--- src/rtl/input_shift_register.sv ---
// Input shift register for one PIO state machine: accumulates sampled input bits and pushes words to the RX FIFO.
// Optional sticky drop flag enabled by defining ISR_OVERFLOW_FLAG_EN.
module input_shift_register #(
  parameter int WIDTH = 32,
  localparam int CW = $clog2(WIDTH) + 1
) (
  input  logic             clk,
  input  logic             rst,
  input  logic [WIDTH-1:0] data_in,
  input  logic             shift_en,
  input  logic [CW-1:0]    shift_count,
  input  logic             shiftdir,
  input  logic             push_req,
  input  logic             push_block,
  input  logic             isr_clear,
  input  logic             autopush_en,
  input  logic [CW-1:0]    push_threshold,
  input  logic             fifo_full,
  output logic             fifo_push_en,
  output logic [WIDTH-1:0] fifo_data,
  output logic [WIDTH-1:0] isr,
  output logic [CW-1:0]    isr_count,
  output logic             stall,
  output logic             overflow,
  input  logic             overflow_clr,
  output logic [1:0]       dbg_state
);

  // FIFO handshake: a word is transferred in any cycle where fifo_push_en=1;
  // fifo_push_en is only raised while fifo_full=0, so the FIFO always accepts it.

  typedef enum logic [1:0] {
    RUN       = 2'd0,
    PUSH_WAIT = 2'd1,
    AUTO_WAIT = 2'd2
  } state_t;

  localparam logic [CW-1:0] WIDTH_C = CW'(WIDTH);

  state_t           state_q, state_d;
  logic [CW-1:0]    n, thr, rshift_amt, cnt_sat, cnt_d;
  logic [CW:0]      cnt_sum;
  logic [WIDTH-1:0] mask, din_m, shift_res, isr_d, push_data;
  logic             auto_hit, push_en, ovf_set;

  // Shift datapath; a zero (or out-of-range) count means a full-width shift.
  always_comb begin
    n          = (shift_count == '0 || shift_count > WIDTH_C) ? WIDTH_C : shift_count;
    thr        = (push_threshold == '0 || push_threshold > WIDTH_C) ? WIDTH_C : push_threshold;
    mask       = ~({WIDTH{1'b1}} << n);
    din_m      = data_in & mask;
    rshift_amt = WIDTH_C - n;
    if (shiftdir) shift_res = (isr >> n) | (din_m << rshift_amt);
    else          shift_res = (isr << n) | din_m;
    cnt_sum    = {1'b0, isr_count} + {1'b0, n};
    cnt_sat    = (cnt_sum > {1'b0, WIDTH_C}) ? WIDTH_C : cnt_sum[CW-1:0];
    auto_hit   = autopush_en && (cnt_sat >= thr);
  end

  always_ff @(posedge clk or negedge rst) begin
    if (!rst) state_q <= RUN;
    else      state_q <= state_d;
  end

  always_comb begin
    state_d = state_q;
    case (state_q)
      RUN: begin
        if (!isr_clear && push_req && fifo_full && push_block)
          state_d = PUSH_WAIT;
        else if (!isr_clear && !push_req && shift_en && auto_hit && fifo_full)
          state_d = AUTO_WAIT;
      end
      PUSH_WAIT, AUTO_WAIT: begin
        if (!fifo_full) state_d = RUN;
      end
      default: state_d = RUN;
    endcase
  end

  always_comb begin
    push_en   = 1'b0;
    push_data = '0;
    isr_d     = isr;
    cnt_d     = isr_count;
    ovf_set   = 1'b0;
    case (state_q)
      RUN: begin
        if (isr_clear) begin
          isr_d = '0;
          cnt_d = '0;
        end else if (push_req) begin
          if (!fifo_full) begin
            push_en   = 1'b1;
            push_data = isr;
            isr_d     = '0;
            cnt_d     = '0;
          end else if (!push_block) begin
            isr_d   = '0;
            cnt_d   = '0;
            ovf_set = 1'b1;
          end
        end else if (shift_en) begin
          if (auto_hit && !fifo_full) begin
            push_en   = 1'b1;
            push_data = shift_res;
            isr_d     = '0;
            cnt_d     = '0;
          end else begin
            isr_d = shift_res;
            cnt_d = cnt_sat;
          end
        end
      end
      default: begin
        if (!fifo_full) begin
          push_en   = 1'b1;
          push_data = isr;
          isr_d     = '0;
          cnt_d     = '0;
        end
      end
    endcase
  end

  always_ff @(posedge clk or negedge rst) begin
    if (!rst) begin
      isr       <= '0;
      isr_count <= '0;
    end else begin
      isr       <= isr_d;
      isr_count <= cnt_d;
    end
  end

  // Strobe and data are forced low while reset is held, independent of inputs.
  assign fifo_push_en = push_en & rst;
  assign fifo_data    = rst ? push_data : '0;
  assign stall        = (state_q != RUN);
  assign dbg_state    = state_q;

`ifdef ISR_OVERFLOW_FLAG_EN
  always_ff @(posedge clk or negedge rst) begin
    if (!rst)              overflow <= 1'b0;
    else if (ovf_set)      overflow <= 1'b1;
    else if (overflow_clr) overflow <= 1'b0;
  end
`else
  logic unused_ovf;
  assign unused_ovf = ovf_set ^ overflow_clr;
  assign overflow   = 1'b0;
`endif

endmodule

--- config.mk ---
export PLATFORM = sky130hd
export DESIGN_NAME = input_shift_register
export DESIGN_NICKNAME = d
export VERILOG_FILES = /design/src/rtl/input_shift_register.sv
export SDC_FILE = /design/constraint.sdc
export NUM_CORES = 1
export LEC_CHECK = 0
export BUFFER_PORTS_ARGS = -buffer_cell sky130_fd_sc_hd__buf_2
export CELL_PAD_IN_SITES_DETAIL_PLACEMENT = 0
export CELL_PAD_IN_SITES_GLOBAL_PLACEMENT = 2
export CORE_UTILIZATION = 37
export DETAILED_ROUTE_END_ITERATION = 10
export PLACE_DENSITY = 0.94
export SLEW_MARGIN = 20
export SYNTH_ARGS = -nofsm -noshare
export SYNTH_HDL_FRONTEND = slang
export SYNTH_SLANG_ARGS = --single-unit
--- constraint.sdc ---
create_clock -name clk -period 15.9 [get_ports clk]
set_input_delay 0.795 -clock clk [delete_from_list [all_inputs] [get_ports clk]]
set_output_delay 0.795 -clock clk [all_outputs]
set_load 0.02 [all_outputs]
==> summary.md, run 1 <==
| Metric | Value |
|---|---|
| Outcome | `complete, but fails checks` |
| Failing checks | `DRC` |
| R2R depth | `16` |
| Core area | `26200 sq um` |
| DRC viols | `3` |
| Placed inst area | `10500 sq um` |
| Async SR Flop Fraction | `1.00` |
| Final Hold Fails | `0` |
| Die Height | `166 microns` |
| Pre-CTS worst setup slack | `8880 ps` |
| Final setup margin | `8680 ps` |
| Fillers | `2758` |
| Critical Path AT | `6430 ps` |
| Clk buf depth | `2` |
| Routed vias/inst | `7.51` |
| Setup tns final | `0 ps` |
| Post-synth EDFFs | `0` |
| P per Cell Area | `80.1 nW/um^2` |
| Row count | `59` |
| Post-DRT Antenna Nets | `0` |
| Placed Cells incl. Taps | `1720` |
| DR WL/cell | `31.4 microns` |
| Top cell type's share of synthesized area | `0.101` |
| H-tree depth | `2` |
| Syn_nets | `1469` |
| Num ports | `129` |
| Largest net degree at the start of global routing | `73` |
| Post-CTS setup buffer count | `0` |
| Core Util, Final | `0.409` |
| Clk_lat worst skew | `290 ps` |
| Minimum clock period | `7220 ps` |
| Fmax | `138 MHz` |
| Cts bufs inserted | `5` |
| Tcrit/Tclk final | `0.454` |
| Worst slew pin tran | `1210 ps` |
| CTS resizes | `0` |
| CTS Root Cell | `clkbuf_16` |
| Max rail drop VDD | `0.000117 V` |
| Cell variety after synth | `91` |
| Yosys reg bits | `40` |
| Fraction of layout cells with a size suffix above 1 | `0.184` |
| Seq/Total Area, Yosys | `0.101` |
| PortBufs | `126` |
| Clk slew on worst S/H paths | `60 ps` |
| Crit. End Element | `output port` |
| 1st-iter DRT viols | `2312` |
| Clock Skew | `9.08 ps` |
| Dominant cell type by area after synthesis | `dfrtp_1` |
| Post-layout power | `0.859 mW` |
| Syn. warnings | `0` |
| Hold Crit Start | `isr_count[3]` |
| Syn avg cell area | `7.12 sq um` |
| Slew headroom | `0.194` |
| CTS Sinks | `40` |
| Largest cells by area after synthesis | `dfrtp_1 (10%), mux2i_1 (7.9%), mux4_2 (6.8%)` |
| CP Class | `input port to output port` |
| Die Wd | `166 microns` |
| Initial antenna violation count | `0` |
| Worst Path Required | `15110 ps` |
| Gp weighted congestion | `1.07` |
| Total Routed Length | `54300 microns` |
| Vias | `13000` |
| Vias in the first global route | `11600` |
| Synthesized instance count | `1398` |
| Worst setup path startpoint | `shift_count[0]` |
| Synth-to-Final Area Change | `7.70%` |
| CP Max Fanout | `72` |
| Cell leakage power | `4.35 nW` |
| Max cap viols | `0` |
| Worst hold slack | `528 ps` |
| CTS tree | `built` |
| Slew Limit Fails | `0` |
| First-pass GRT wire length | `79200 microns` |
| RR Startpoint | `isr_count[0]` |
| GRT Overall Usage | `0.379` |
| Hpwl dp | `39600 microns` |
| Prevailing post-synth register cell | `dfrtp_1` |
| Final Non-Filler Cells | `1729` |
| Starting density of the core | `0.380` |
| Die area | `27600 sq um` |
| Hold Path Depth | `1` |
| # setup viols final | `0` |
| HP Class | `flip-flop to flip-flop` |
| RSZ-0062 raised after global routing | `false` |
| Final nets | `1464` |
| Cts hold-fix bufs | `0` |
| # diodes | `0` |
| Startpoint Class | `input port` |
| Post-route cell area | `10700 sq um` |
| Netlist Area Pre-Place | `9960 sq um` |
| Grt ovf | `0` |
| DRT Pass-1 Iters | `9` |
==> cells in the final DEF, fill, tap and decap left out, types with 10 or more instances in the layout <==
master / n
a211o_1: 10
buf_4: 32
inv_1: 27
mux4_2: 30
and2_1: 12
and3_1: 13
nand3_1: 41
o221ai_1: 15
o22ai_1: 34
nor2b_1: 15
nand4_1: 10
mux2_2: 22
o21a_1: 16
nand2_1: 173
o21ai_0: 93
a221oi_1: 15
nor3_1: 27
dfrtp_1: 40
mux2i_1: 79
a22oi_1: 17
a32o_1: 23
o211ai_1: 30
nor2_1: 81
a221o_1: 10
buf_2: 126
o31ai_1: 16
nand2b_1: 16
a31oi_1: 17
o2111ai_1: 15
ha_1: 16
a211oi_1: 22
a21oi_1: 105
==> cell families (layout without fill, tap and decap cells) <==
kind of cell             count (synthesis)  after routing  synth area share
AO/OA/AOI/OAI                          555            555             0.395
XOR/XNOR                                 4              4           0.00352
adder cells (fa/ha/maj)                 18             18            0.0224
buffers and inverters                  203            199            0.0866
flip-flops                              40             40             0.101
multiplexers                           132            132             0.173
other                                    1              1          0.000377
AND/OR/NAND/NOR                        445            445             0.218
==> worst paths after layout <==
path                                 end  slack (ps)
setup / recovery           fifo_data[28]        8680
hold / removal              isr_count[3]         530
setup reg to reg                 isr[30]       11480
hold reg to reg             isr_count[3]         530
max in group asynchronous   isr_count[4]       14810
min in group asynchronous        isr[31]         620
==> Yosys cell counts, types with 18 or more instances <==
cell        n
a211oi_1   22
a21oi_1   105
a32o_1     23
buf_2      35
clkbuf_1  107
dfrtp_1    40
inv_1      27
mux2_2     22
mux2i_1    79
mux4_2     30
nand2_1   173
nand2b_1   18
nand3_1    41
nor2_1     81
nor3_1     28
o211ai_1   30
o21ai_0    93
o22ai_1    34
==> per-layer routing <==
layer  up-vias  track usage  part of all wire
met3       170       0.0963              0.14
met5         -            0                 0
li1       5433            -                 -
met4         0        0.166             0.050
met2      1157        0.548              0.42
met1      6232        0.527              0.39
==> flip-flops by register name (all words and copies together), names as in the netlist <==
signal and flops:
isr 32, isr_count 6, dbg_state 2
==> final cells by class <==
cell class / count / area, sq um / area share
Multi-Input combinational cell: 1155 / 8120 / 0.757
Sequential cell: 40 / 1000 / 0.0933
Timing Repair Buffer: 159 / 898 / 0.0838
Tap cell: 335 / 419 / 0.0391
Clock buffer: 6 / 129 / 0.0120
Inverter: 32 / 120 / 0.0112
Clock inverter: 2 / 35.0 / 0.00327
==> critical path, cell delays in order <==
cell and delay, ps:
buf_2 70, buf_4 660, and2b_2 560, inv_2 280
ha_1 360, inv_1 90, ha_1 130, buf_4 410
inv_2 300, nor2_1 500, nand2_1 110, nand3_1 350
nor3_1 70, or4_1 560, o31ai_1 630, a31oi_1 220
buf_2 210
==> report_power, final <==
group	switching, mW	total (mW)	internal [mW]
Clock	0.0447	0.119	0.0740
Combinational	0.390	0.578	0.188
Sequential	0.0501	0.163	0.113
Total	0.485	0.859	0.374
No activity file was read; power rests on OpenSTA's default activity.
==> run 2, diff against run 1 <==
Settings changed: CORE_UTILIZATION 37 to 34, PLACE_DENSITY 0.94 to 0.87.
Clock period 15.9 ns to 7.3 ns, I/O delays scaled along.
==> run 2 against run 1 <==
- the run now ends clean
- die area is 8.7% higher
- worst setup slack worse by 7300 ps
- combinational power is 120% higher
- final area is 1.4% higher
- power is 120% higher
- clock-buffer cell count is 1 lower
- first-iteration DRC count is 2.9% lower
- clock power is 120% higher
- sequential cell count stayed put
- worst hold slack worse by 410 ps
- critical endpoint is now fifo_data[30]
- critical path depth is 4 higher
- via count is 0.77% higher
==> summary.md, run 2 (synthesized netlist as in run 1, its figures left out) <==
| Metric | Value |
|---|---|
| Final setup margin | `1360 ps (was 8680 ps)` |
| Routed vias/inst | `7.30 (was 7.51)` |
| R2R depth | `17 (was 16)` |
| CTS resizes | `0 (unchanged)` |
| Multi-input gate area | `8120 sq um (about the same)` |
| CTS Sinks | `40 (unchanged)` |
| Largest net degree at the start of global routing | `60 (was 73)` |
| PortBufs | `126 (unchanged)` |
| Slew headroom | `0.228 (was 0.194)` |
| DRT Pass-1 Iters | `8 (was 9)` |
| Vias | `13100 (was 13000)` |
| Crit. End Element | `output port (unchanged)` |
| Commonest non-fill, non-tap cells in the layout | `nand2_1 (173), buf_2 (126), a21oi_1 (105) (unchanged)` |
| Logic pwr share | `0.674 (was 0.673)` |
| Die Wd | `173 microns (was 166 microns)` |
| Grt ovf | `0 (unchanged)` |
| Commonest non-fill, non-tap cell in the layout | `nand2_1 (unchanged)` |
| Post-DRT Antenna Nets | `0 (unchanged)` |
| Slew Limit Fails | `0 (unchanged)` |
| Clk slew on worst S/H paths | `60 ps (about the same)` |
| Max reg flops | `32 (unchanged)` |
| CP max stage cell | `nand2b_2 (was buf_4)` |
| Vias in the first global route | `11900 (was 11600)` |
| Crit-path leading delay family | `simple AND/OR/NAND/NOR gates (unchanged)` |
| Cts hold-fix bufs | `0 (unchanged)` |
| Final nets | `1479 (was 1464)` |
| Largest stage delay on the critical path | `560 ps (was 660 ps)` |
| Synth-to-Final Area Change | `9.20% (was 7.70%)` |
| Initial antenna violation count | `1 (was 0)` |
| Setup tns final | `0 ps (unchanged)` |
| Pre-CTS worst setup slack | `1500 ps (was 8880 ps)` |
| DRC viols | `0 (was 3)` |
| Buffers & Inverters on Critical Path | `4 (was 7)` |
| Register area | `1000 sq um (unchanged)` |
| Clk_lat worst skew | `290 ps (about the same)` |
| Total Routed Length | `58000 microns (was 54300 microns)` |
| Minimum clock period | `5940 ps` |
| Power Internal | `0.818 mW (was 0.374 mW)` |
| Cts bufs inserted | `5 (unchanged)` |
| Switching power total | `1.07 mW (was 0.485 mW)` |
| Final Hold Fails | `0 (unchanged)` |
| # setup viols final | `0 (unchanged)` |
| Worst slew pin tran | `1160 ps (was 1210 ps)` |
| Path length in cells of the critical path | `21 (was 17)` |
| Sw frac | `0.567 (was 0.564)` |
| # diodes | `0 (unchanged)` |
| HP Class | `input port to async pin (was flip-flop to flip-flop)` |
| Startpoint Class | `input port (unchanged)` |
| P per Cell Area | `174 nW/um^2 (was 80.1 nW/um^2)` |
| Fraction of layout cells with a size suffix above 1 | `0.193 (was 0.184)` |
| Worst Path Required | `6930 ps (was 15110 ps)` |
| CTS Root Cell | `clkbuf_16 (unchanged)` |
| Num ports | `129 (unchanged)` |
| Max cap viols | `0 (unchanged)` |
| Crit-path cells | `buf_2 -> nand2b_2 -> inv_2 -> maj3_1 -> a21oi_1 -> nor2b_1 -> o21ai_0 -> mux2_2 -> nor3_1 -> buf_4 -> nand2_1 -> ha_1 -> nand2b_1 -> a21o_1 -> a21oi_1 -> o21a_1 -> and4b_1 -> nand2_1 -> or4_1 -> o21ai_0 -> buf_2 (was buf_2 -> buf_4 -> and2b_2 -> inv_2 -> ha_1 -> inv_1 -> ha_1 -> buf_4 -> inv_2 -> nor2_1 -> nand2_1 -> nand3_1 -> nor3_1 -> or4_1 -> o31ai_1 -> a31oi_1 -> buf_2)` |
| Critical Path AT | `5570 ps (was 6430 ps)` |
| Clock Skew | `6.46 ps (was 9.08 ps)` |
| Row count | `62 (was 59)` |
| CP Max Fanout | `15 (was 72)` |
| RSZ-0062 raised after global routing | `false (unchanged)` |
| Fillers | `3050 (was 2758)` |
| Core area | `28800 sq um (was 26200 sq um)` |
| Gp weighted congestion | `1.03 (was 1.07)` |
| Die Height | `173 microns (was 166 microns)` |
| Die area | `30000 sq um (was 27600 sq um)` |
| Starting density of the core | `0.346 (was 0.380)` |
| GRT Overall Usage | `0.374 (was 0.379)` |
| Post-layout power | `1.89 mW (was 0.859 mW)` |
| 1st-iter DRT viols | `2245 (was 2312)` |
| Hpwl dp | `43100 microns (was 39600 microns)` |
| Fmax | `168 MHz` |
| DR WL/cell | `32.4 microns (was 31.4 microns)` |
| First-pass GRT wire length | `83700 microns (was 79200 microns)` |
| Cell leakage power | `4.42 nW (was 4.35 nW)` |
| CTS tree | `built (unchanged)` |
| Worst hold slack | `115 ps (was 528 ps)` |
| Largest reg by FF count | `isr (unchanged)` |
| CP Class | `input port to output port (unchanged)` |
| Outcome | `finished, final reports clean (was complete, but fails checks)` |
| Max rail drop VDD | `0.000280 V (was 0.000117 V)` |
| Clk buf depth | `2 (unchanged)` |
| Power share of the clock group | `0.136 (was 0.138)` |
| Post-CTS setup buffer count | `0 (unchanged)` |
| Tcrit/Tclk final | `0.813` |
| H-tree depth | `2 (unchanged)` |
| Sequential share of power | `0.190 (was 0.189)` |
==> run 2: cell count changes in the layout (fill, tap and decap cells not counted) <==
cell,change
clkbuf_1,-1
nor4_2,+1
nor4_4,-1
buf_16,-1
clkinvlp_4,+1
buf_4,+16
==> run 2: metal layers <==
metal	vias to the layer above	GRT usage	share of wire
li1	5475	-	-
met1	6337	0.510	0.40
met2	1092	0.542	0.41
met3	188	0.104	0.14
met4	0	0.172	0.053
met5	-	0	0
==> run 2: area by class of cell <==
cell class | instances | area share
clock inverters | 3 | 0.00391
well taps | 384 | 0.0442
repair buffers | 174 | 0.0911
flip-flops and latches | 40 | 0.0920
inverters | 32 | 0.0110
multi-input cells | 1155 | 0.746
clock buffers | 5 | 0.0115
==> run 2: power by group through the flow <==
| stage | Clock [mW] | Combinational [mW] | Sequential (mW) |
|---|---|---|---|
| after detailed placement | 0 | 1.23 | 0.354 |
| final | 0.256 | 1.27 | 0.360 |
| after CTS | 0.259 | 1.23 | 0.349 |
| after global routing | 0.267 | 1.34 | 0.358 |
| after global placement | 0 | 1.22 | 0.353 |
| after floorplan | 0 | 0.833 | 0.303 |
==> run 2: path summary, 6_finish.rpt <==
kind / startpoint / end / slack [ps]
setup / recovery: shift_count[5] / fifo_data[30] / 1360
hold / removal: rst / isr[8] / 110
setup reg to reg: isr_count[0] / isr[30] / 2930
hold reg to reg: isr_count[0] / isr_count[0] / 530
max in group asynchronous: rst / isr[6] / 6360
min in group clk: push_block / dbg_state[1] / 440
==> run 2: metrics by stage <==
| step | utilization | instances | cell area, sq um |
|---|---|---|---|
| finish | 0.378 | 1793 | 10900 |
| global route | 0.378 | 1793 | 10900 |
| floorplan | - | 1398 | 9960 |
| detailed placement | 0.372 | 1785 | 10700 |
| global placement | 0.372 | 1785 | 10700 |
| CTS | 0.378 | 1793 | 10900 |
